===== config.mk =====
export PLATFORM = sky130hd
export DESIGN_NAME = gamma_sequencer_flat
export DESIGN_NICKNAME = d
export VERILOG_FILES = /design/src/rtl/gamma_pkg.sv /design/src/rtl/gamma_sequencer_if.sv /design/src/rtl/gamma_sequencer_spike_pulse_gen.sv /design/src/rtl/gamma_sequencer.sv /design/src/flat_wrapper.sv
export SDC_FILE = /design/constraint.sdc
export NUM_CORES = 1
export LEC_CHECK = 0
export ABC_AREA = 1
export CAP_MARGIN = 20
export CORE_MARGIN = 8
export CORE_UTILIZATION = 34
export DETAILED_ROUTE_END_ITERATION = 8
export GPL_TIMING_DRIVEN = 0
export HOLD_SLACK_MARGIN = 0.02
export SYNTH_ARGS = -nofsm -noshare
export SYNTH_HDL_FRONTEND = slang
export SYNTH_SLANG_ARGS = --single-unit
export TNS_END_PERCENT = 50

===== constraint.sdc =====
create_clock -name aclk -period 1.6 [get_ports aclk]
set_input_delay 0.32 -clock aclk [delete_from_list [all_inputs] [get_ports aclk]]
set_output_delay 0.32 -clock aclk [all_outputs]
set_load 0.1 [all_outputs]

===== src/rtl/gamma_pkg.sv =====
// Shared types and helpers for the gamma-cycle sequencer.
// Holds the sequencer state encoding and the time-field width calculation.
package gamma_pkg;

  typedef enum logic [1:0] {
    IDLE,
    CLEAR,
    RUN,
    REPORT
  } gamma_state_t;

  // Bits needed to count every aclk cycle of one gamma cycle.
  function automatic int time_width(input int gamma_cycle_width);
    return $clog2(gamma_cycle_width);
  endfunction

endpackage


===== src/rtl/gamma_sequencer_if.sv =====
// Job, gate-drive and result signals between the gamma sequencer and its environment.
// slave is the sequencer's view, master is the job source / gate / result consumer.
interface gamma_sequencer_if #(
  parameter int TIME_W = 4
);

  logic              in_valid;
  logic              in_ready;
  logic [TIME_W-1:0] a_time;
  logic              a_en;
  logic [TIME_W-1:0] b_time;
  logic              b_en;
  logic              gate_rst;
  logic              a_pulse;
  logic              b_pulse;
  logic              y;
  logic              res_valid;
  logic              res_ready;
  logic [TIME_W-1:0] res_time;
  logic              res_fired;

  modport slave (
    input  in_valid, a_time, a_en, b_time, b_en, y, res_ready,
    output in_ready, gate_rst, a_pulse, b_pulse, res_valid, res_time, res_fired
  );

  modport master (
    output in_valid, a_time, a_en, b_time, b_en, y, res_ready,
    input  in_ready, gate_rst, a_pulse, b_pulse, res_valid, res_time, res_fired
  );

endinterface


===== src/rtl/gamma_sequencer_spike_pulse_gen.sv =====
// Turns one operand spike time into a fixed-width pulse inside the RUN window.
// The pulse end is formed one bit wider than t, so a late spike truncates rather than wraps.
module spike_pulse_gen #(
  parameter int TIME_W      = 4,
  parameter int PULSE_WIDTH = 8
) (
  input  logic [TIME_W-1:0] t,
  input  logic              run,
  input  logic              en,
  input  logic [TIME_W-1:0] spike_time,
  output logic              pulse
);

  // Widths beyond one gamma cycle behave identically, so clamp to keep the sum in range.
  localparam int SPAN     = 1 << TIME_W;
  localparam int PW_CLAMP = (PULSE_WIDTH > SPAN) ? SPAN : PULSE_WIDTH;
  localparam logic [TIME_W:0] PW_EXT = (TIME_W+1)'(PW_CLAMP);

  logic [TIME_W:0] pulse_end;

  assign pulse_end = {1'b0, spike_time} + PW_EXT;
  assign pulse     = run && en && (t >= spike_time) && ({1'b0, t} < pulse_end);

endmodule


===== src/rtl/gamma_sequencer.sv =====
// Gamma-cycle sequencer: accepts a two-operand spike job, drives the external temporal gate
// for one gamma cycle and reports the first rise time of the gate output.
module gamma_sequencer
  import gamma_pkg::*;
#(
  parameter int GAMMA_CYCLE_WIDTH = 16,
  parameter int PULSE_WIDTH       = 8
) (
  input  logic            aclk,
  input  logic            grst,
  gamma_sequencer_if.slave bus
);

  localparam int TIME_W = time_width(GAMMA_CYCLE_WIDTH);
  localparam logic [TIME_W-1:0] T_LAST = TIME_W'(GAMMA_CYCLE_WIDTH - 1);

  gamma_state_t      state_q;
  gamma_state_t      state_d;

  logic [TIME_W-1:0] a_time_q;
  logic              a_en_q;
  logic [TIME_W-1:0] b_time_q;
  logic              b_en_q;

  logic [TIME_W-1:0] t_q;
  logic              y_prev_q;
  logic [TIME_W-1:0] res_time_q;
  logic              res_fired_q;

  logic              in_ready;
  logic              gate_rst;
  logic              res_valid;
  logic              run;

  always_ff @(posedge aclk) begin
    if (grst) begin
      state_q <= IDLE;
    end else begin
      state_q <= state_d;
    end
  end

  // grst also gates the outputs so nothing leaks out of an aborted job during the reset cycle.
  always_comb begin
    state_d   = state_q;
    in_ready  = 1'b0;
    gate_rst  = grst;
    res_valid = 1'b0;
    run       = 1'b0;
    case (state_q)
      IDLE: begin
        in_ready = 1'b1;
        if (bus.in_valid) begin
          state_d = CLEAR;
        end
      end
      CLEAR: begin
        gate_rst = 1'b1;
        state_d  = RUN;
      end
      RUN: begin
        run = !grst;
        if (t_q == T_LAST) begin
          state_d = REPORT;
        end
      end
      REPORT: begin
        res_valid = !grst;
        if (bus.res_ready) begin
          state_d = IDLE;
        end
      end
      default: begin
        state_d = IDLE;
      end
    endcase
  end

  always_ff @(posedge aclk) begin
    if (grst) begin
      a_time_q <= '0;
      a_en_q   <= 1'b0;
      b_time_q <= '0;
      b_en_q   <= 1'b0;
    end else if (state_q == IDLE && bus.in_valid) begin
      a_time_q <= bus.a_time;
      a_en_q   <= bus.a_en;
      b_time_q <= bus.b_time;
      b_en_q   <= bus.b_en;
    end
  end

  // Clearing y_prev in CLEAR makes a gate output already high at t==0 count as a rise.
  always_ff @(posedge aclk) begin
    if (grst) begin
      t_q         <= '0;
      y_prev_q    <= 1'b0;
      res_time_q  <= '0;
      res_fired_q <= 1'b0;
    end else begin
      case (state_q)
        CLEAR: begin
          t_q         <= '0;
          y_prev_q    <= 1'b0;
          res_time_q  <= '0;
          res_fired_q <= 1'b0;
        end
        RUN: begin
          t_q      <= t_q + TIME_W'(1);
          y_prev_q <= bus.y;
          if (bus.y && !y_prev_q && !res_fired_q) begin
            res_time_q  <= t_q;
            res_fired_q <= 1'b1;
          end
        end
        default: begin
        end
      endcase
    end
  end

  spike_pulse_gen #(
    .TIME_W      (TIME_W),
    .PULSE_WIDTH (PULSE_WIDTH)
  ) u_a_pulse (
    .t          (t_q),
    .run        (run),
    .en         (a_en_q),
    .spike_time (a_time_q),
    .pulse      (bus.a_pulse)
  );

  spike_pulse_gen #(
    .TIME_W      (TIME_W),
    .PULSE_WIDTH (PULSE_WIDTH)
  ) u_b_pulse (
    .t          (t_q),
    .run        (run),
    .en         (b_en_q),
    .spike_time (b_time_q),
    .pulse      (bus.b_pulse)
  );

  assign bus.in_ready  = in_ready;
  assign bus.gate_rst  = gate_rst;
  assign bus.res_valid = res_valid;
  assign bus.res_time  = res_fired_q ? res_time_q : '0;
  assign bus.res_fired = res_fired_q;

endmodule


===== src/flat_wrapper.sv =====
// flat-port wrapper written by rule: the top's interface ports become plain ports
module gamma_sequencer_flat import gamma_pkg::*;
#(
  parameter int GAMMA_CYCLE_WIDTH = 16,
  parameter int PULSE_WIDTH       = 8
)
  (aclk, grst, bus_in_valid, bus_a_time, bus_a_en, bus_b_time, bus_b_en, bus_y, bus_res_ready, bus_in_ready, bus_gate_rst, bus_a_pulse, bus_b_pulse, bus_res_valid, bus_res_time, bus_res_fired);
  gamma_sequencer_if #(.TIME_W(($clog2((16))))) bus_i ();
  input  logic aclk;
  input  logic grst;
  input wire logic [$bits(bus_i.in_valid)-1:0] bus_in_valid;
  input wire logic [$bits(bus_i.a_time)-1:0] bus_a_time;
  input wire logic [$bits(bus_i.a_en)-1:0] bus_a_en;
  input wire logic [$bits(bus_i.b_time)-1:0] bus_b_time;
  input wire logic [$bits(bus_i.b_en)-1:0] bus_b_en;
  input wire logic [$bits(bus_i.y)-1:0] bus_y;
  input wire logic [$bits(bus_i.res_ready)-1:0] bus_res_ready;
  output wire logic [$bits(bus_i.in_ready)-1:0] bus_in_ready;
  output wire logic [$bits(bus_i.gate_rst)-1:0] bus_gate_rst;
  output wire logic [$bits(bus_i.a_pulse)-1:0] bus_a_pulse;
  output wire logic [$bits(bus_i.b_pulse)-1:0] bus_b_pulse;
  output wire logic [$bits(bus_i.res_valid)-1:0] bus_res_valid;
  output wire logic [$bits(bus_i.res_time)-1:0] bus_res_time;
  output wire logic [$bits(bus_i.res_fired)-1:0] bus_res_fired;
  assign bus_i.in_valid = bus_in_valid;
  assign bus_i.a_time = bus_a_time;
  assign bus_i.a_en = bus_a_en;
  assign bus_i.b_time = bus_b_time;
  assign bus_i.b_en = bus_b_en;
  assign bus_i.y = bus_y;
  assign bus_i.res_ready = bus_res_ready;
  assign bus_in_ready = bus_i.in_ready;
  assign bus_gate_rst = bus_i.gate_rst;
  assign bus_a_pulse = bus_i.a_pulse;
  assign bus_b_pulse = bus_i.b_pulse;
  assign bus_res_valid = bus_i.res_valid;
  assign bus_res_time = bus_i.res_time;
  assign bus_res_fired = bus_i.res_fired;
  gamma_sequencer #(.GAMMA_CYCLE_WIDTH(GAMMA_CYCLE_WIDTH), .PULSE_WIDTH(PULSE_WIDTH)) u_core (.aclk(aclk), .grst(grst), .bus(bus_i));
endmodule

# [Yosys cells after proc, flatten, opt, wreduce, memory -nomap -nowiden]
# Cells that the tools add are included.
[word_totals] inputBits=15 elab_cells=55 mem_bits_ro=0 ff_bits=22 out_inout_bits=10 latchBits=0 n_memories=0 mem_bits_rw=0
[op_classes] n_mul=0 reduce_logical=16 n_bitwise=0 muxes=15 magnitude_cmp=4 eq_ne=8 div_mod_pow=0 addsub=3 shifts=0
[ops] op="one-hot mux 4 bit (2 select lines)" n=2
[ops] op="adder 4 x 4 -> 5 bit (second input constant)" n=2
[ops] op="< comparator 4 x 5 -> 1 bit" n=2
[ops] op="logical AND 1 bit" n=9
[ops] op=">= comparator 4 bit" n=2
[ops] op="two-way mux 4 bit" n=2
[ops] op="one-hot mux 2 bit (4 select lines)" n=1
[ops] op="two-way mux 2 bit" n=3
[ops] op="two-way mux 1 bit" n=5
[ops] op="adder 4 x 1 -> 4 bit (second input constant)" n=1
[ops] op="== test 2 bit (second input constant)" n=2
[ops] op="== test 4 bit (second input constant)" n=1
[ops] op="!= test 2 x 1 -> 1 bit (second input constant)" n=2
[ops] op="!= test 2 bit (second input constant)" n=2
[ops] op="one-hot mux 1 bit (2 select lines)" n=2
[ops] op="zero test 1 bit" n=3
[ops] op="AND reduction 3 bit" n=1
[ops] op="== test 2 x 1 -> 1 bit (second input constant)" n=1
[ops] op="zero test 2 bit" n=1
[ops] op="AND reduction 2 bit" n=1
[ops] op="nonzero test 2 bit" n=1

# [Depth between registers and ports, before layout]
# Gate-level depths: netlist of run 1.
[depth] depth_word=5 depth_mapped=9

# [Cells and area by module]
# Synthesis of run 1 repeated with hierarchy kept, for this count alone.
[unflattened] cells_unflattened=197 area_unflattened_um2=1357.6
[by_module_without_submodules] mod="gamma_sequencer" cells_each=139 area_each_um2=1017.2 instances=1 seq_area_each_um2=440.4
[by_module_without_submodules] mod="spike_pulse_gen" cells_each=29 area_each_um2=170.2 instances=2 seq_area_each_um2=0.0

# [Worst setup path after synthesis of run 1]
# Ideal clock, no wire load.
[synth_path] path_type="register -> output" start="register u_core.state_q[0]" end="output port bus_a_pulse" path_slack_ns=-0.987 t_arrival_ns=2.267 path_stages_with_launch=9 path_buffers=0 cell_sequence="dfxtp_1 -> inv_1 -> ha_1 -> inv_2 -> nor2_2 -> nand2_1 -> a21oi_1 -> nand2_1 -> nor2_1"
[synth_between] elab_chain_cells=5
[synth_lines] item="start, declared" line_no="gamma_sequencer.sv:17" text="gamma_state_t state_q;"
[synth_lines] item="start signal, assigned" line_no="gamma_sequencer.sv:39" text="state_q <= state_d;"
[synth_lines] item="== test 2 bit" line_no="gamma_sequencer.sv:50" text="case (state_q)"
[synth_lines] item="two-way mux 1 bit" line_no="gamma_sequencer.sv:50"
[synth_lines] item="logical AND 1 bit (3 in series)" line_no="gamma_sequencer_spike_pulse_gen.sv:22" text="assign pulse = run && en && (t >= spike_time) && ({1'b0, t} < pulse_end);"
[synth_lines] item="end, declared" line_no="flat_wrapper.sv:20" text="output wire logic [$bits(bus_i.a_pulse)-1:0] bus_a_pulse;"
# Every way passes these cells.

# [Worst setup path in the final report of run 1]
# Ends and elaborated chain as after synthesis.

==> results of run 1 <==
-- worst paths after layout --
check                                  startpoint                                 to  slack, ns  depth (start not counted)
setup / recovery   u_core.state_q[0]$_SDFFE_PP0P_                        bus_a_pulse      -0.27                          9
hold / removal                               grst  u_core.res_time_q[2]$_SDFFE_PP0P_       0.27                          2
setup reg to reg   u_core.state_q[0]$_SDFFE_PP0P_         u_core.t_q[2]$_SDFFE_PP0P_       0.15                          6
hold reg to reg   u_core.b_time_q[2]$_SDFFE_PP0P_    u_core.b_time_q[2]$_SDFFE_PP0P_       0.47                          2
-- layout make-up --
| cell class | count | area, um2 | share of cell area [%] |
|---|---|---|---|
| tap | 48 | 60.06 | 3.107 |
| buffer | 3 | 23.77 | 1.230 |
| sequential | 22 | 462.9 | 23.95 |
| multi-input combinational | 125 | 860.8 | 44.53 |
| clock buffer | 3 | 41.29 | 2.136 |
| inverter | 32 | 142.6 | 7.379 |
| timing repair buffer | 34 | 341.6 | 17.67 |
-- cells in the mapped netlist, types with 2 or more instances --
cell type / instances / area share (%)
o21ai_0: 14 / 5.4
inv_1: 29 / 8.4
a21oi_2: 2 / 1.4
nor2_1: 16 / 4.6
a21oi_1: 19 / 7.3
ha_1: 18 / 17
dfxtp_1: 22 / 34
inv_2: 3 / 0.87
nand3_1: 10 / 3.9
nand2_1: 39 / 11
-- routing by layer --
layer  routed length (um)  vias to the layer above
met1                 1408                      525
met5                    0                        -
met3                   98                        2
met4                   17                        0
li1                     -                      648
met2                 1509                       17
-- logic make-up (layout without fill, tap and decap cells) --
| kind of cell | Yosys count | in the layout |
|---|---|---|
| xor+xnor | 1 | 1 |
| compound gates | 35 | 35 |
| buf+inv | 35 | 72 |
| simple gates | 71 | 71 |
| flops | 22 | 22 |
| fa+ha+maj | 18 | 18 |
-- flip-flops by register name, summed over array words and instances, names as in the netlist --
signal                flops
u_core.b_time_q           4
u_core.t_q                4
u_core.a_en_q             1
u_core.bus.res_fired      1
u_core.a_time_q           4
u_core.state_q            2
u_core.y_prev_q           1
u_core.b_en_q             1
u_core.res_time_q         4
-- metrics by stage --
step	power (uW)	utilization (%)	hold WS [ns]	worst slack (ns)
3_3_place_gp	1766	44.94	0.4438	-1.014
3_5_place_dp	1782	44.94	0.4570	-1.019
6_report	2380	52.80	0.2716	-0.2724
5_1_grt	2554	52.80	0.2704	-0.3538
4_1_cts	2267	50.24	0.2684	-0.2655
2_1_floorplan	1541	-	0.4325	-0.1426
-- timing repair --
item,in CTS,in global routing
endpoints found under the hold margin,0,0
resized for setup,86,19
setup buffers,7,4
pin swaps,7,6
endpoints found under the setup margin,10,9
hold buffers,0,0
-- worst max-delay path, cell delays in order (launching register included) --
cell     delay, ns
dfxtp_4       0.36
inv_4         0.06
ha_4          0.14
inv_4         0.04
nor2_4        0.12
nand2_2       0.07
a21oi_2       0.11
nand2_2       0.07
nor2_4        0.13
buf_12        0.18
-- where the power goes --
part           leakage (uW)  switching, uW  total, uW  internal, uW
logic              0.000594            793       1280           486
registers          0.000185           86.1        755           669
clock network     0.0000216            178        346           168
total              0.000801           1060       2380          1320
==> flow_metrics.py, run 1 <==
metrics = {
    "final_layout": {
        "drive_gt1_share_pct": 34.70,
        "finalNonFillerCells": 267,
        "most-common-layout-cells": "nand2_1, inv_1, a21oi_1, o21ai_0",
        "antenna_cells": 0,
        "final_common_cell": "nand2_1",
        "fillers": 356,
        "nNetsFinal": 254,
        "area_growth_pct": 48.99,
        "final_area_um2": 1933,
    },
    "logic_synthesis": {
        "yosysSeqAreaShare_pct": 33.94,
        "synth-seq-cells": 22,
        "synth_top_flop_cell": "dfxtp_1",
        "synth_nets": 215,
        "synth_cell_types": 20,
        "synth_top_family_by_area": "simple AND/OR/NAND/NOR gates",
        "synth_simple_gate_area_share_pct": 22.85,
        "muxShareOfSynthArea_pct": 0,
        "synthArstFlopShare_pct": 0,
        "syn_area_um2": 1297,
        "synth-edff-count": 0,
        "yosys_warnings": 0,
        "synth-xor-area-share_pct": 0.6750,
        "synth_area_per_cell_um2": 7.129,
        "synth_cells": 182,
        "synth-adder-area-share_pct": 17.36,
        "synth_compound_area_share_pct": 14.08,
    },
    "sta": {
        "setup_tns_ns": -0.6108,
        "clock.fmax_ghz": 0.5341,
        "setup_ws_ns": -0.2724,
        "rsz0062_at_grt": "true",
        "setup_viol": 4,
        "relSlewSlack_pct": 63.08,
        "finalCritPeriodShare_pct": 117.0,
        "period_needed_ns": 1.872,
        "finClkSkew_ns": 0.005831,
        "finalMaxSlewViolations": 0,
        "tightest_slew_ns": 0.5563,
        "hold_viol": 0,
    },
    "clocking": {
        "cts_max_level": 1,
        "clk_latency_ns": 0.26,
        "cts_tree": "done",
        "clk_pin_slew_worst_paths_ns": 0.08,
        "clockBufferDepth": 2,
        "numCtsBuffers": 3,
        "clock-root-buffer": "clkbuf_8",
        "cts.sink_count": 22,
    },
    "placement": {
        "gp_congestion": 0.7866,
        "io_buffers": 23,
        "place_area_um2": 1645,
        "dp_cells": 253,
        "hpwl_mm": 2.182,
    },
    "floorplanning": {
        "io_pins": 25,
        "die_h_um": 77.78,
        "dieArea_um2": 6049,
        "core_um2": 3661,
        "initial_core_util_pct": 35.44,
        "die_w_um": 77.78,
        "rows": 22,
    },
    "global_routing": {
        "antenna_found_initial": 0,
        "grt-ovfl-total": 0,
        "gr-max-usage-layer": "met2",
        "met3_usage_pct": 2.304,
        "first_global_vias": 1136,
        "grt_max_degree": 12,
        "grtUsageMet1_pct": 11.75,
        "grt_util_all_layers_pct": 10.02,
        "grt_pass1_wl_mm": 5.064,
        "use_met2_pct": 17.38,
    },
    "critical_path": {
        "worstSetupPathType": "flop to output pin",
        "crit_required_ns": 1.28,
        "cp-start-kind": "flop",
        "arrival_ns": 1.55,
        "path_max_fanout": 3,
        "end_kind": "output pin",
    },
    "detailed_routing": {
        "drt-pass1-iter-count": 4,
        "drc": 0,
        "totalWireLength_mm": 3.033,
        "antenna_left": 0,
        "wire_per_inst_um": 11.36,
        "vias": 1192,
        "drt-initial-drc-count": 54,
        "post_drt_via_cell_ratio": 4.464,
    },
    "pwr": {
        "p_per_area_nw_per_um2": 1231,
        "power.leakage_uw": 0.0008011,
        "ir_drop_uv": 720.9,
    },
    "worst_hold_path": {
        "hp-class": "primary input to flop",
    },
    "outcome": {
        "failed_checks": "setup timing",
        "status": "complete, but fails checks",
    },
    "job": {
        "maxCapViolCount": 0,
    },
}
Note: power is estimated with default switching activity, not from simulation.
==> inputs of run 2 (changes only) <==
--- a/config.mk
+++ b/config.mk
@@ -8,10 +8,13 @@
 export ABC_AREA = 1
 export CAP_MARGIN = 20
 export CORE_MARGIN = 8
-export CORE_UTILIZATION = 34
+export CORE_UTILIZATION = 45
+export CTS_BUF_LIST = sky130_fd_sc_hd__clkbuf_16
 export DETAILED_ROUTE_END_ITERATION = 8
 export GPL_TIMING_DRIVEN = 0
 export HOLD_SLACK_MARGIN = 0.02
+export PLACE_DENSITY = 0.71
+export REMOVE_ABC_BUFFERS = 1
 export SYNTH_ARGS = -nofsm -noshare
 export SYNTH_HDL_FRONTEND = slang
 export SYNTH_SLANG_ARGS = --single-unit
==> flow_metrics.py, run 2 (synthesis results as in run 1) <==
metrics = {
    "clocking": {
        "clockBufferDepth": 2,
        "ctsHoldBuffers": 0,
        "cts_tree": "done",
        "cts_max_level": 1,
        "clk_latency_ns": 0.26,
        "cts.sink_count": 22,
        "clock-root-buffer": "clkbuf_16",
        "numCtsBuffers": 3,
        "clk_pin_slew_worst_paths_ns": 0.06,
    },
    "critical_path": {
        "arrival_ns": 1.55,
        "end_kind": "output pin",
        "worstSetupPathType": "flop to output pin",
        "crit_required_ns": 1.28,
        "cp-start-kind": "flop",
        "r2r_setup_slack_ns": 0.09,
        "path_max_fanout": 3,
    },
    "floorplanning": {
        "dieArea_um2": 4857,
        "die_h_um": 69.70,
        "io_pins": 25,
        "initial_core_util_pct": 47.05,
        "rows": 19,
        "die_w_um": 69.70,
        "core_um2": 2758,
    },
    "placement": {
        "hpwl_mm": 2.124,
        "gp_congestion": 0.7547,
        "detailedPlace.worstSlack_ns": -1.370,
        "io_buffers": 24,
        "place_area_um2": 1553,
        "dp_cells": 234,
    },
    "pwr": {
        "p_per_area_nw_per_um2": 1368,
        "power.internal_uw": 1476,
        "p_sw_uw": 1089,
        "seqPwrFrac_pct": 29.4,
        "power.leakage_uw": 0.0008488,
        "switching_share_pct": 42.46,
        "ir_drop_uv": 1168,
        "power_frac_comb_pct": 49.7,
        "clkPwrFrac_pct": 20.9,
    },
    "job": {
        "maxCapViolCount": 0,
    },
    "final_layout": {
        "most-common-layout-cells": "nand2_1, inv_1, a21oi_1, nor2_1",
        "finalNonFillerCells": 248,
        "fillers": 227,
        "final_common_cell": "nand2_1",
        "antenna_cells": 0,
        "drive_gt1_share_pct": 29.03,
        "nNetsFinal": 251,
        "final_area_um2": 1876,
        "area_growth_pct": 44.55,
    },
    "sta": {
        "clock.fmax_ghz": 0.5333,
        "finalCritPeriodShare_pct": 117.2,
        "period_needed_ns": 1.875,
        "finClkSkew_ns": 0.005462,
        "tightest_slew_ns": 0.4911,
        "setup_ws_ns": -0.2750,
        "hold_viol": 0,
        "setup_tns_ns": -0.5659,
        "setup_viol": 4,
        "relSlewSlack_pct": 67.49,
        "hold_ws_ns": 0.4687,
        "finalMaxSlewViolations": 0,
        "rsz0062_at_grt": "true",
    },
    "detailed_routing": {
        "drt-initial-drc-count": 57,
        "m1WireLength_mm": 1.318,
        "met2_wirelength_mm": 1.649,
        "highest_layer": "met4",
        "antenna_left": 0,
        "drc": 0,
        "totalWireLength_mm": 3.101,
        "wire_per_inst_um": 12.50,
        "wl_met3_um": 109,
        "vias": 1230,
        "post_drt_via_cell_ratio": 4.960,
        "drt-pass1-iter-count": 4,
    },
    "global_routing": {
        "grt_max_degree": 19,
        "first_global_vias": 1150,
        "grt_pass1_wl_mm": 4.995,
        "grt-ovfl-total": 0,
        "antenna_found_initial": 0,
        "grt_util_all_layers_pct": 12.04,
    },
    "outcome": {
        "failed_checks": "setup timing",
        "status": "complete, but fails checks",
    },
    "worst_hold_path": {
        "hp-class": "flop to flop",
    },
}
## run 2: metal layers
layer,GRT usage (%),up-vias
met5,0,-
met2,22.03,20
met3,3.577,6
met4,2.902,0
li1,-,649
met1,13.14,555
## run 2: layout make-up
cell class                      count  area, um2  area share (%)
Clock buffer                        3      75.07           4.003
Timing Repair Buffer               34      335.3           17.88
Clock inverter                      1      3.754          0.2001
Inverter                           32      125.1           6.671
Tap cell                           31      38.79           2.068
Multi-Input combinational cell    125      833.3           44.43
Sequential cell                    22      464.2           24.75
## run 2: path summary, 6_finish.rpt
| check | startpoint | end | cells past startpoint |
|---|---|---|---|
| worst max-delay path | u_core.t_q[0]$_SDFFE_PP0P_ | bus_a_pulse | 9 |
| worst min-delay path | u_core.b_time_q[2]$_SDFFE_PP0P_ | u_core.b_time_q[2]$_SDFFE_PP0P_ | 2 |
| worst max register to register | u_core.state_q[0]$_SDFFE_PP0P_ | u_core.b_en_q$_SDFFE_PP0P_ | 8 |
| worst min register to register | u_core.b_time_q[2]$_SDFFE_PP0P_ | u_core.b_time_q[2]$_SDFFE_PP0P_ | 2 |
## run 2: what timing repair did
| item | CTS | global route |
|---|---|---|
| buffers inserted | 8 | 2 |
| pin swaps | 7 | 3 |
| setup endpoints to repair | 10 | 11 |
| resized for setup | 95 | 21 |
## run 2: metrics by stage
stage / power (uW) / util, %
2_1_floorplan: 1483 / -
3_5_place_dp: 1726 / 56.31
5_1_grt: 2725 / 68.01
3_3_place_gp: 1681 / 56.31
6_report: 2565 / 68.01
4_1_cts: 2445 / 65.11
## run 2: worst max-delay path, cell delays in order, from the launching register on
cell,delay [ns]
dfxtp_2,0.35
inv_4,0.05
ha_1,0.27
nand2_1,0.06
nand3_2,0.07
nand2_1,0.06
nand2_1,0.05
nand2_1,0.06
nor2_2,0.14
buf_12,0.19
## run 2: power by group through the flow
stage               Combinational [uW]  Sequential, uW  Clock [uW]
finish                            1270             754         536
global route                      1400             767         562
CTS                               1150             746         546
detailed placement                 991             734           0
global placement                   952             729           0
floorplan                          728             755           0
==> inputs of run 3 (changes only) <==
==> constraint.sdc (replaced) <==
create_clock -name aclk -period 1.6 [get_ports aclk]
set_input_delay 0.32 -clock aclk [delete_from_list [all_inputs] [get_ports aclk]]
set_output_delay 0.32 -clock aclk [all_outputs]
set_load 0.01 [all_outputs]
==> flow_metrics.py, run 3 (synthesis results as in run 1) <==
metrics = {
    "outcome": {
        "status": "complete, but fails checks",
        "failed_checks": "setup timing",
    },
    "clocking": {
        "clk_latency_ns": 0.26,
        "cts_tree": "done",
        "clock-root-buffer": "clkbuf_16",
        "numCtsBuffers": 3,
        "clockBufferDepth": 2,
        "clk_pin_slew_worst_paths_ns": 0.06,
        "cts.sink_count": 22,
        "cts_max_level": 1,
    },
    "detailed_routing": {
        "totalWireLength_mm": 3.169,
        "drc": 0,
        "post_drt_via_cell_ratio": 4.976,
        "drt-pass1-iter-count": 4,
        "vias": 1239,
        "antenna_left": 0,
        "drt-initial-drc-count": 52,
        "wire_per_inst_um": 12.73,
    },
    "pwr": {
        "p_sw_uw": 908.2,
        "seqPwrFrac_pct": 31.9,
        "power.leakage_uw": 0.0009140,
        "switching_share_pct": 38.28,
        "power.internal_uw": 1464,
        "clkPwrFrac_pct": 22.6,
        "power_frac_comb_pct": 45.5,
        "p_per_area_nw_per_um2": 1262,
        "ir_drop_uv": 1158,
    },
    "sta": {
        "setup_tns_ns": -0.3536,
        "setup_viol": 2,
        "period_needed_ns": 1.785,
        "finClkSkew_ns": 0.007023,
        "finalCritPeriodShare_pct": 111.6,
        "hold_viol": 0,
        "hold_ws_ns": 0.4694,
        "tightest_slew_ns": 0.4352,
        "rsz0062_at_grt": "true",
        "setup_ws_ns": -0.1849,
        "relSlewSlack_pct": 70.98,
        "clock.fmax_ghz": 0.5602,
        "finalMaxSlewViolations": 0,
    },
    "critical_path": {
        "slowest_stage": "dfxtp_2",
        "path_buf_inv": 2,
        "cp_slowest_stage_delay_ns": 0.33,
        "crit_family": "simple AND/OR/NAND/NOR gates",
        "crit_required_ns": 1.28,
        "arrival_ns": 1.46,
        "worstPathCellList": "inv_2, ha_1, nand2_2, nand3_2, nand2_1, nand2_1, nand2_1, nor2_1, buf_2",
        "end_kind": "output pin",
        "cp-start-kind": "flop",
        "crit_top_cell": "nand2_1",
        "path_max_fanout": 4,
        "worstSetupPathType": "flop to output pin",
    },
    "placement": {
        "io_buffers": 24,
        "detailedPlace.worstSlack_ns": -0.7719,
        "dp_cells": 234,
        "gp_congestion": 0.7547,
        "hpwl_mm": 2.124,
    },
    "global_routing": {
        "grt_max_degree": 19,
        "antenna_found_initial": 0,
        "first_global_vias": 1177,
        "grt-ovfl-total": 0,
        "grt_util_all_layers_pct": 12.19,
        "grt_pass1_wl_mm": 5.057,
    },
    "floorplanning": {
        "initial_core_util_pct": 47.05,
        "die_w_um": 69.70,
        "io_pins": 25,
        "core_um2": 2758,
        "die_h_um": 69.70,
        "dieArea_um2": 4857,
        "rows": 19,
    },
    "job": {
        "maxCapViolCount": 0,
    },
    "final_layout": {
        "finalNonFillerCells": 249,
        "final_common_cell": "nand2_1",
        "most-common-layout-cells": "nand2_1, inv_1, a21oi_1, nor2_1, clkdlybuf4s50_1",
        "nNetsFinal": 252,
        "area_growth_pct": 44.94,
        "drive_gt1_share_pct": 29.36,
        "fillers": 236,
        "antenna_cells": 0,
    },
    "worst_hold_path": {
        "hp-class": "flop to flop",
    },
}
run 3: cell count changes in the layout (fill, tap and decap cells not counted), moves of 3 or more:
cell	before	now
clkbuf_4	4	0
dlymetal6s2s_1	0	4
buf_12	3	0
nand2_1	36	33
run 3: worst paths after layout:
check,from,endpoint,slack (ns),cells after the start
setup / recovery,u_core.t_q[0]$_SDFFE_PP0P_,bus_a_pulse,-0.18,9
hold / removal,u_core.b_time_q[2]$_SDFFE_PP0P_,u_core.b_time_q[2]$_SDFFE_PP0P_,0.47,2
setup reg to reg,u_core.state_q[0]$_SDFFE_PP0P_,u_core.t_q[0]$_SDFFE_PP0P_,0.12,7
hold reg to reg,u_core.b_time_q[2]$_SDFFE_PP0P_,u_core.b_time_q[2]$_SDFFE_PP0P_,0.47,2
run 3: worst min-delay path: cells and delay by family, from the launching register on:
kind                   cells  cell delay, ns
buffers and inverters      1            0.07
AO/OA/AOI/OAI              1            0.06
flip-flops                 1            0.30
run 3: per-layer routing:
| metal | wire [um] | GRT usage [%] | vias up | share of wire (%) |
|---|---|---|---|---|
| met2 | 1657 | 23.26 | 21 | 52 |
| li1 | - | - | 652 | - |
| met5 | 0 | 0 | - | 0 |
| met4 | 52 | 2.455 | 0 | 1.6 |
| met1 | 1364 | 12.74 | 559 | 43 |
| met3 | 95 | 3.577 | 7 | 3.0 |
run 3: repair_timing:
action,CTS,global route
resized for setup,45,32
pin swaps,3,8
buffers inserted,6,5
hold buffers,0,0
setup endpoints to repair,10,19
cloned,0,0
run 3: stage by stage:
stage / area (um2) / power, uW / utilization [%]
6_report: 1881 / 2372 / 68.19
5_1_grt: 1881 / 2532 / 68.19
4_1_cts: 1759 / 2183 / 63.79
3_5_place_dp: 1553 / 1518 / 56.31
3_3_place_gp: 1553 / 1473 / 56.31
2_1_floorplan: 1274 / 1269 / -
run 3: final cells by class:
type | instances | area, um2 | share of cell area (%)
multi-input combinational | 125 | 853.3 | 45.38
sequential | 22 | 469.2 | 24.95
timing repair buffer | 35 | 312.8 | 16.63
inverter | 32 | 127.6 | 6.786
clock buffer | 3 | 75.07 | 3.992
tap | 31 | 38.79 | 2.063
clock inverter | 1 | 3.754 | 0.1996
run 3: power groups by stage:
stage	logic (uW)	clock network (uW)	registers, uW
4_1_cts	894	546	743
5_1_grt	1200	561	768
6_report	1080	537	757
3_5_place_dp	784	0	734
3_3_place_gp	744	0	729
2_1_floorplan	549	0	720
